==> src/rtl/tdc_uart_packetizer.sv <==
// Frames buffered TDC words as HEADER, data bytes MSB-first, XOR checksum for a UART TX.
// Latency: header is presented one edge after the FIFO write. tx_ready low holds the byte. A full FIFO drops and counts words.
module tdc_uart_packetizer #(
  parameter int         DATA_W     = 40,
  parameter int         FIFO_DEPTH = 4,
  parameter logic [7:0] HEADER     = 8'hA5
) (
  input  logic              clk,
  input  logic              reset,
  input  logic [DATA_W-1:0] tdc_data,
  input  logic              tdc_valid,
  output logic [7:0]        tx_byte,
  output logic              tx_valid,
  input  logic              tx_ready,
  output logic              fifo_full,
  output logic              busy,
  output logic [15:0]       drop_count
);

  localparam int NBYTES = DATA_W / 8;
  localparam int AW     = $clog2(FIFO_DEPTH);
  localparam int IDX_W  = (NBYTES > 1) ? $clog2(NBYTES) : 1;
  localparam logic [AW:0]      DEPTH_C  = FIFO_DEPTH[AW:0];
  localparam logic [IDX_W-1:0] IDX_LAST = IDX_W'(NBYTES - 1);

  typedef enum logic [1:0] {IDLE, HDR, DATA, CSUM} state_t;

  logic [DATA_W-1:0] mem_q [FIFO_DEPTH];
  logic [AW:0]       wr_ptr_q, wr_ptr_d, rd_ptr_q, rd_ptr_d, count_d;
  logic              full_q, full_d, busy_q, busy_d;
  logic [15:0]       drop_q, drop_d;
  state_t            state_q, state_d;
  logic [DATA_W-1:0] shift_q, shift_d;
  logic [7:0]        csum_q, csum_d, byte_q, byte_d;
  logic [IDX_W-1:0]  idx_q, idx_d;
  logic              vld_q, vld_d;
  logic              empty, pop, push, xfer;

  assign empty = (wr_ptr_q == rd_ptr_q);
  assign xfer  = vld_q && tx_ready;
  assign pop   = (state_q == IDLE) && !empty;
  // A pop in the same cycle frees the slot, so a write while full is still accepted.
  assign push  = tdc_valid && (!full_q || pop);

  always_comb begin
    wr_ptr_d = wr_ptr_q + {{AW{1'b0}}, push};
    rd_ptr_d = rd_ptr_q + {{AW{1'b0}}, pop};
    count_d  = wr_ptr_d - rd_ptr_d;
    full_d   = (count_d == DEPTH_C);
    drop_d   = drop_q;
    if (tdc_valid && full_q && !pop && (drop_q != 16'hFFFF)) begin
      drop_d = drop_q + 16'd1;
    end
  end

  always_comb begin
    state_d = state_q;
    shift_d = shift_q;
    csum_d  = csum_q;
    byte_d  = byte_q;
    idx_d   = idx_q;
    vld_d   = vld_q;
    case (state_q)
      IDLE: begin
        if (pop) begin
          shift_d = mem_q[rd_ptr_q[AW-1:0]];
          csum_d  = 8'h00;
          byte_d  = HEADER;
          vld_d   = 1'b1;
          state_d = HDR;
        end
      end
      HDR: begin
        if (xfer) begin
          byte_d  = shift_q[DATA_W-1 -: 8];
          idx_d   = '0;
          state_d = DATA;
        end
      end
      DATA: begin
        if (xfer) begin
          csum_d  = csum_q ^ byte_q;
          shift_d = shift_q << 8;
          idx_d   = idx_q + IDX_W'(1);
          if (idx_q == IDX_LAST) begin
            byte_d  = csum_q ^ byte_q;
            state_d = CSUM;
          end else begin
            byte_d = shift_d[DATA_W-1 -: 8];
          end
        end
      end
      CSUM: begin
        if (xfer) begin
          vld_d   = 1'b0;
          state_d = IDLE;
        end
      end
      default: state_d = IDLE;
    endcase
    busy_d = (state_d != IDLE) || (count_d != '0);
  end

  always_ff @(posedge clk) begin
    if (push) begin
      mem_q[wr_ptr_q[AW-1:0]] <= tdc_data;
    end
  end

  always_ff @(posedge clk) begin
    if (reset) begin
      wr_ptr_q <= '0;
      rd_ptr_q <= '0;
      full_q   <= 1'b0;
      busy_q   <= 1'b0;
      drop_q   <= 16'h0000;
      state_q  <= IDLE;
      shift_q  <= '0;
      csum_q   <= 8'h00;
      byte_q   <= 8'h00;
      idx_q    <= '0;
      vld_q    <= 1'b0;
    end else begin
      wr_ptr_q <= wr_ptr_d;
      rd_ptr_q <= rd_ptr_d;
      full_q   <= full_d;
      busy_q   <= busy_d;
      drop_q   <= drop_d;
      state_q  <= state_d;
      shift_q  <= shift_d;
      csum_q   <= csum_d;
      byte_q   <= byte_d;
      idx_q    <= idx_d;
      vld_q    <= vld_d;
    end
  end

  assign tx_byte    = byte_q;
  assign tx_valid   = vld_q;
  assign fifo_full  = full_q;
  assign busy       = busy_q;
  assign drop_count = drop_q;

endmodule

==> config.mk <==
export PLATFORM = sky130hd
export DESIGN_NAME = tdc_uart_packetizer
export DESIGN_NICKNAME = d
export VERILOG_FILES = /design/src/rtl/tdc_uart_packetizer.sv
export SDC_FILE = /design/constraint.sdc
export NUM_CORES = 1
export LEC_CHECK = 0
export CORE_MARGIN = 1
export CORE_UTILIZATION = 25
export CTS_CLUSTER_DIAMETER = 100
export DETAILED_ROUTE_END_ITERATION = 12
export PLACE_DENSITY_LB_ADDON = 0.25
export SYNTH_ARGS = -nofsm -noshare
export SYNTH_HDL_FRONTEND = slang
export SYNTH_SLANG_ARGS = --single-unit
==> constraint.sdc <==
create_clock -name clk -period 4.8 [get_ports clk]
set_clock_uncertainty 0.1 [all_clocks]
set_input_delay 1.2 -clock clk [delete_from_list [all_inputs] [get_ports clk]]
set_output_delay 1.2 -clock clk [all_outputs]
set_load 0.05 [all_outputs]
==> impl_table.tex <==
\begin{tabular}{lr}
\hline
Metric & Value \\
\hline
\multicolumn{2}{l}{\textbf{Route}} \\
\quad Total wire length & 22640 µm \\
\quad DRC Markers & 0 \\
\quad Count of routing violations after the opening detailed-route iteration & 232 \\
\quad Detailed Routing Iterations Pass 1 & 4 \\
\quad Remaining antenna violation count after routing & 0 \\
\quad Routed vias/inst & 4.421 \\
\quad Avg WL per Cell & 17.37 µm \\
\quad Vias & 5761 \\
\multicolumn{2}{l}{\textbf{Synth}} \\
\quad Synth top area share & 48.24\% \\
\quad Number of synthesized register bits & 246 \\
\quad Synth Warn \# & 0 \\
\quad Mapped Nets & 750 \\
\quad Total standard cell area after synthesis & 0.009961 mm² \\
\quad Asr flop ratio synth & 0\% \\
\quad Syn Area/Cell & 14.37 µm² \\
\quad Post-synth top area cell & edfxtp\_1 \\
\quad Unique cell type count in the Yosys netlist & 50 \\
\quad Proportion of synthesized chip area in sequential cells & 65.52\% \\
\quad Number of flops mapped to enable cells by yosys & 160 \\
\quad Largest cells by area after synthesis & edfxtp\_1 (48\%), dfxtp\_1 (17\%), mux4\_2 (9.0\%) \\
\quad Count of mapped cells out of synthesis & 693 \\
\quad Most used DFF post-synth & edfxtp\_1 \\
\multicolumn{2}{l}{\textbf{Die}} \\
\quad Total number of placement rows & 72 \\
\quad Width of the die & 201.6 µm \\
\quad I/O pins & 71 \\
\quad Die Outline Area & 0.04064 mm² \\
\quad Y dimension of the die & 201.6 µm \\
\quad Initial Util & 25.54\% \\
\quad Area of the core region & 0.03901 mm² \\
\multicolumn{2}{l}{\textbf{CTS}} \\
\quad Buffers inserted during post-CTS setup optimization & 0 \\
\quad Clock transition time at the flip-flop clock pins of the worst setup and hold paths & 0.06 ns \\
\quad Count of instances resized after the clock tree is built & 0 \\
\quad Clock root buffer & clkbuf\_16 \\
\quad Clock buffer depth & 3 \\
\quad Worst-skew pair later-pin latency & 0.54 ns \\
\quad TritonCTS sink count & 246 \\
\quad CTS H-tree depth & 1 \\
\quad TritonCTS clock tree & done \\
\quad CTS Buf Count & 28 \\
\quad Hold buffers post-CTS & 0 \\
\multicolumn{2}{l}{\textbf{Worst setup path}} \\
\quad Worst r2r src & state\_q[1] \\
\quad CP max-delay cell & clkdlybuf4s50\_1 \\
\quad Critical Path Fanout Max & 7 \\
\quad Flop-to-flop setup slack & 1.66 ns \\
\quad Endpoint arrival time on the critical path & 1.84 ns \\
\quad Reg-to-reg critical path endpoint & busy \\
\quad Number of buffer and inverter instances along the worst setup path & 1 \\
\quad Crit-path leading delay family & buffers and inverters \\
\quad Logic depth of the worst setup path including buffers & 1 \\
\quad Cells along the critical path & clkdlybuf4s50\_1 \\
\quad Critical Path End Type & output port \\
\quad Setup Crit Path Kind & reg2out \\
\quad WP data required & 3.50 ns \\
\quad Delay contributed by the slowest stage of the critical path & 0.85 ns \\
\quad Nature of the critical path startpoint & flop \\
\quad Worst R2R Path Depth & 12 \\
\multicolumn{2}{l}{\textbf{Placed design}} \\
\quad Count of port buffers added during placement & 70 \\
\quad Placed cells & 1252 \\
\quad Dpl hpwl & 13820 µm \\
\quad Placer Congestion & 0.7231 \\
\multicolumn{2}{l}{\textbf{Pwr}} \\
\quad Share of power burned in the clock network & 29.5\% \\
\quad Net switching fraction of the power & 32.14\% \\
\quad Power per cell area & 538.1 mW/mm² \\
\quad Worst supply voltage drop on vdd & 0.0003555 V \\
\quad Leakage power total & 3.820 nW \\
\quad Int Power & 0.004416 W \\
\quad Proportion of power drawn by flip-flops and latches & 42.1\% \\
\quad Part of the total power dissipated in combinational logic & 28.4\% \\
\quad Sw Pwr & 0.002091 W \\
\multicolumn{2}{l}{\textbf{Global route}} \\
\quad Number of antenna violations at the first check in global routing & 0 \\
\quad Largest net degree at the start of global routing & 73 \\
\quad Global-route wire length before repair & 35050 µm \\
\quad Aggregate global routing overflow & 0 \\
\quad Via count of the first global-routing pass & 5813 \\
\quad Total track usage & 11.10\% \\
\multicolumn{2}{l}{\textbf{STA}} \\
\quad Post-route setup TNS & 0 ns \\
\quad Transition time of the tightest slew-check pin & 1.069 ns \\
\quad Relative max-transition margin & 28.70\% \\
\quad Minimum clock period & 3.143 ns \\
\quad Endpoints failing hold & 0 \\
\quad Final period util & 65.49\% \\
\quad Fmax & 0.3181 GHz \\
\quad Number of max-slew violations in the final report & 0 \\
\quad Total of endpoints with negative setup slack in the final report & 0 \\
\quad Setup repair after global routing missed its margin & false \\
\multicolumn{2}{l}{\textbf{Min path}} \\
\quad WHS Path Cells & 2 \\
\quad End point of the most critical hold path & shift\_q[3] \\
\quad Hold Path Class & reg2reg \\
\quad Hold path start & shift\_q[3] \\
\multicolumn{2}{l}{\textbf{Run status}} \\
\quad Outcome & completed \\
\multicolumn{2}{l}{\textbf{Final layout}} \\
\quad Diode count & 0 \\
\quad Fraction of final layout cells with drive strength greater than 1 & 13.38\% \\
\quad Layout filler cell count & 3889 \\
\quad Area grow syn2layout & 21.39\% \\
\quad Filler-free cell count of the finished design & 1303 \\
\quad Total number of nets in the final design & 821 \\
\multicolumn{2}{l}{\textbf{Job}} \\
\quad Max Cap Viol & 0 \\
\hline
\end{tabular}
[layer usage]
layer  track usage, %  up-vias  routed length [µm]
met5                0        -                   0
met4            2.300        0                 320
met3            1.895       26                 859
met2            18.24       99               10750
met1            15.33     2823               10710
li1                 -     2813                   -
[registers in the layout (all words and copies together) (netlist names)]
| name | cells |
|---|---|
| shift_q | 40 |
| drop_count | 16 |
| fifo_full | 1 |
| rd_ptr_q | 3 |
| busy | 1 |
| idx_q | 3 |
| mem_q | 160 |
| wr_ptr_q | 3 |
| csum_q | 8 |
| tx_valid | 1 |
| state_q | 2 |
| tx_byte | 8 |
[cells in the final DEF, fill, tap and decap left out, types with 5 or more instances in the layout]
master | synthesis | final
nor2_1 | 57 | 57
nand3b_1 | 8 | 8
o31ai_1 | 7 | 7
clkbuf_1 | 27 | 15
o21ai_0 | 22 | 22
a21oi_1 | 34 | 34
nand3_1 | 10 | 10
nor3_1 | 6 | 5
ha_1 | 13 | 12
xnor2_1 | 9 | 9
dfxtp_1 | 86 | 84
nand2_1 | 34 | 34
nor2b_1 | 23 | 22
mux2i_1 | 35 | 35
clkbuf_16 | 0 | 28
clkdlybuf4s50_1 | 0 | 69
buf_4 | 0 | 11
mux4_2 | 40 | 40
edfxtp_1 | 160 | 160
inv_1 | 12 | 12
a211oi_1 | 33 | 33
or3_1 | 5 | 5
[layout make-up]
cell class	instances	area, µm²	share of cell area (%)
clock inverter	6	41.29	0.3415
timing repair buffer	81	778.2	6.436
multi-input combinational	395	3266	27.01
sequential	246	6529	53.99
inverter	12	45.04	0.3725
clock buffer	45	784.5	6.488
tap	518	648.1	5.360
[worst max-delay path by stage]
stage | start | slack (ns) | to
final | drop_count[15] | 1.66 | drop_count[15]
after global routing | state_q[1] | 1.39 | busy
after CTS | state_q[1] | 1.61 | mem_q[3][33]
after detailed placement | tdc_valid | 1.28 | busy
after global placement | tdc_valid | 1.29 | busy
after floorplan | tdc_valid | 0.15 | mem_q[0][0]
[tightest hold or removal path: cells and delay by family, from the launching register on]
kind            cells  cell delay [ns]
flops               1             0.31
simple gates        1             0.05
compound gates      1             0.05
[power by group through the flow]
stage | clock (W) | combinational [W] | sequential, W
2_1_floorplan | 0 | 0.00131 | 0.00280
3_3_place_gp | 0 | 0.00187 | 0.00278
3_5_place_dp | 0 | 0.00189 | 0.00279
4_1_cts | 0.00199 | 0.00190 | 0.00274
5_1_grt | 0.00206 | 0.00206 | 0.00277
6_report | 0.00192 | 0.00185 | 0.00274
[synth_stat cells, drive strengths merged, types with 23 or more instances]
| cell | n |
|---|---|
| edfxtp | 160 |
| dfxtp | 86 |
| nor2 | 57 |
| mux4 | 40 |
| a21oi | 35 |
| mux2i | 35 |
| nand2 | 34 |
| a211oi | 33 |
| clkbuf | 27 |
| nor2b | 23 |
| o21ai | 23 |
[metrics by stage]
| step | cell area (µm²) | worst slack [ns] | power, W | utilization [%] | hold slack (ns) |
|---|---|---|---|---|---|
| floorplan | 9971 | 0.1473 | 0.004112 | - | 0.3360 |
| global placement | 11270 | 1.288 | 0.004652 | 28.88 | 0.3441 |
| detailed placement | 11270 | 1.276 | 0.004674 | 28.88 | 0.3489 |
| CTS | 12090 | 1.607 | 0.006624 | 31.00 | 0.3570 |
| global route | 12090 | 1.391 | 0.006891 | 31.00 | 0.3696 |
| finish | 12090 | 1.657 | 0.006507 | 31.00 | 0.3566 |
[logic make-up (layout without fill, tap and decap cells)]
family,Yosys count,after routing,share of synthesized area (%)
xor gates and xnor gates,12,12,1.206
adders and majority gates,13,13,1.633
and+or+nand+nor,168,168,8.466
AOI/OAI and AO/OA,125,125,8.265
muxes,77,77,12.79
DFF,246,246,65.52
buffers and inverters,52,144,2.123
(Power assumes the default switching activity.)
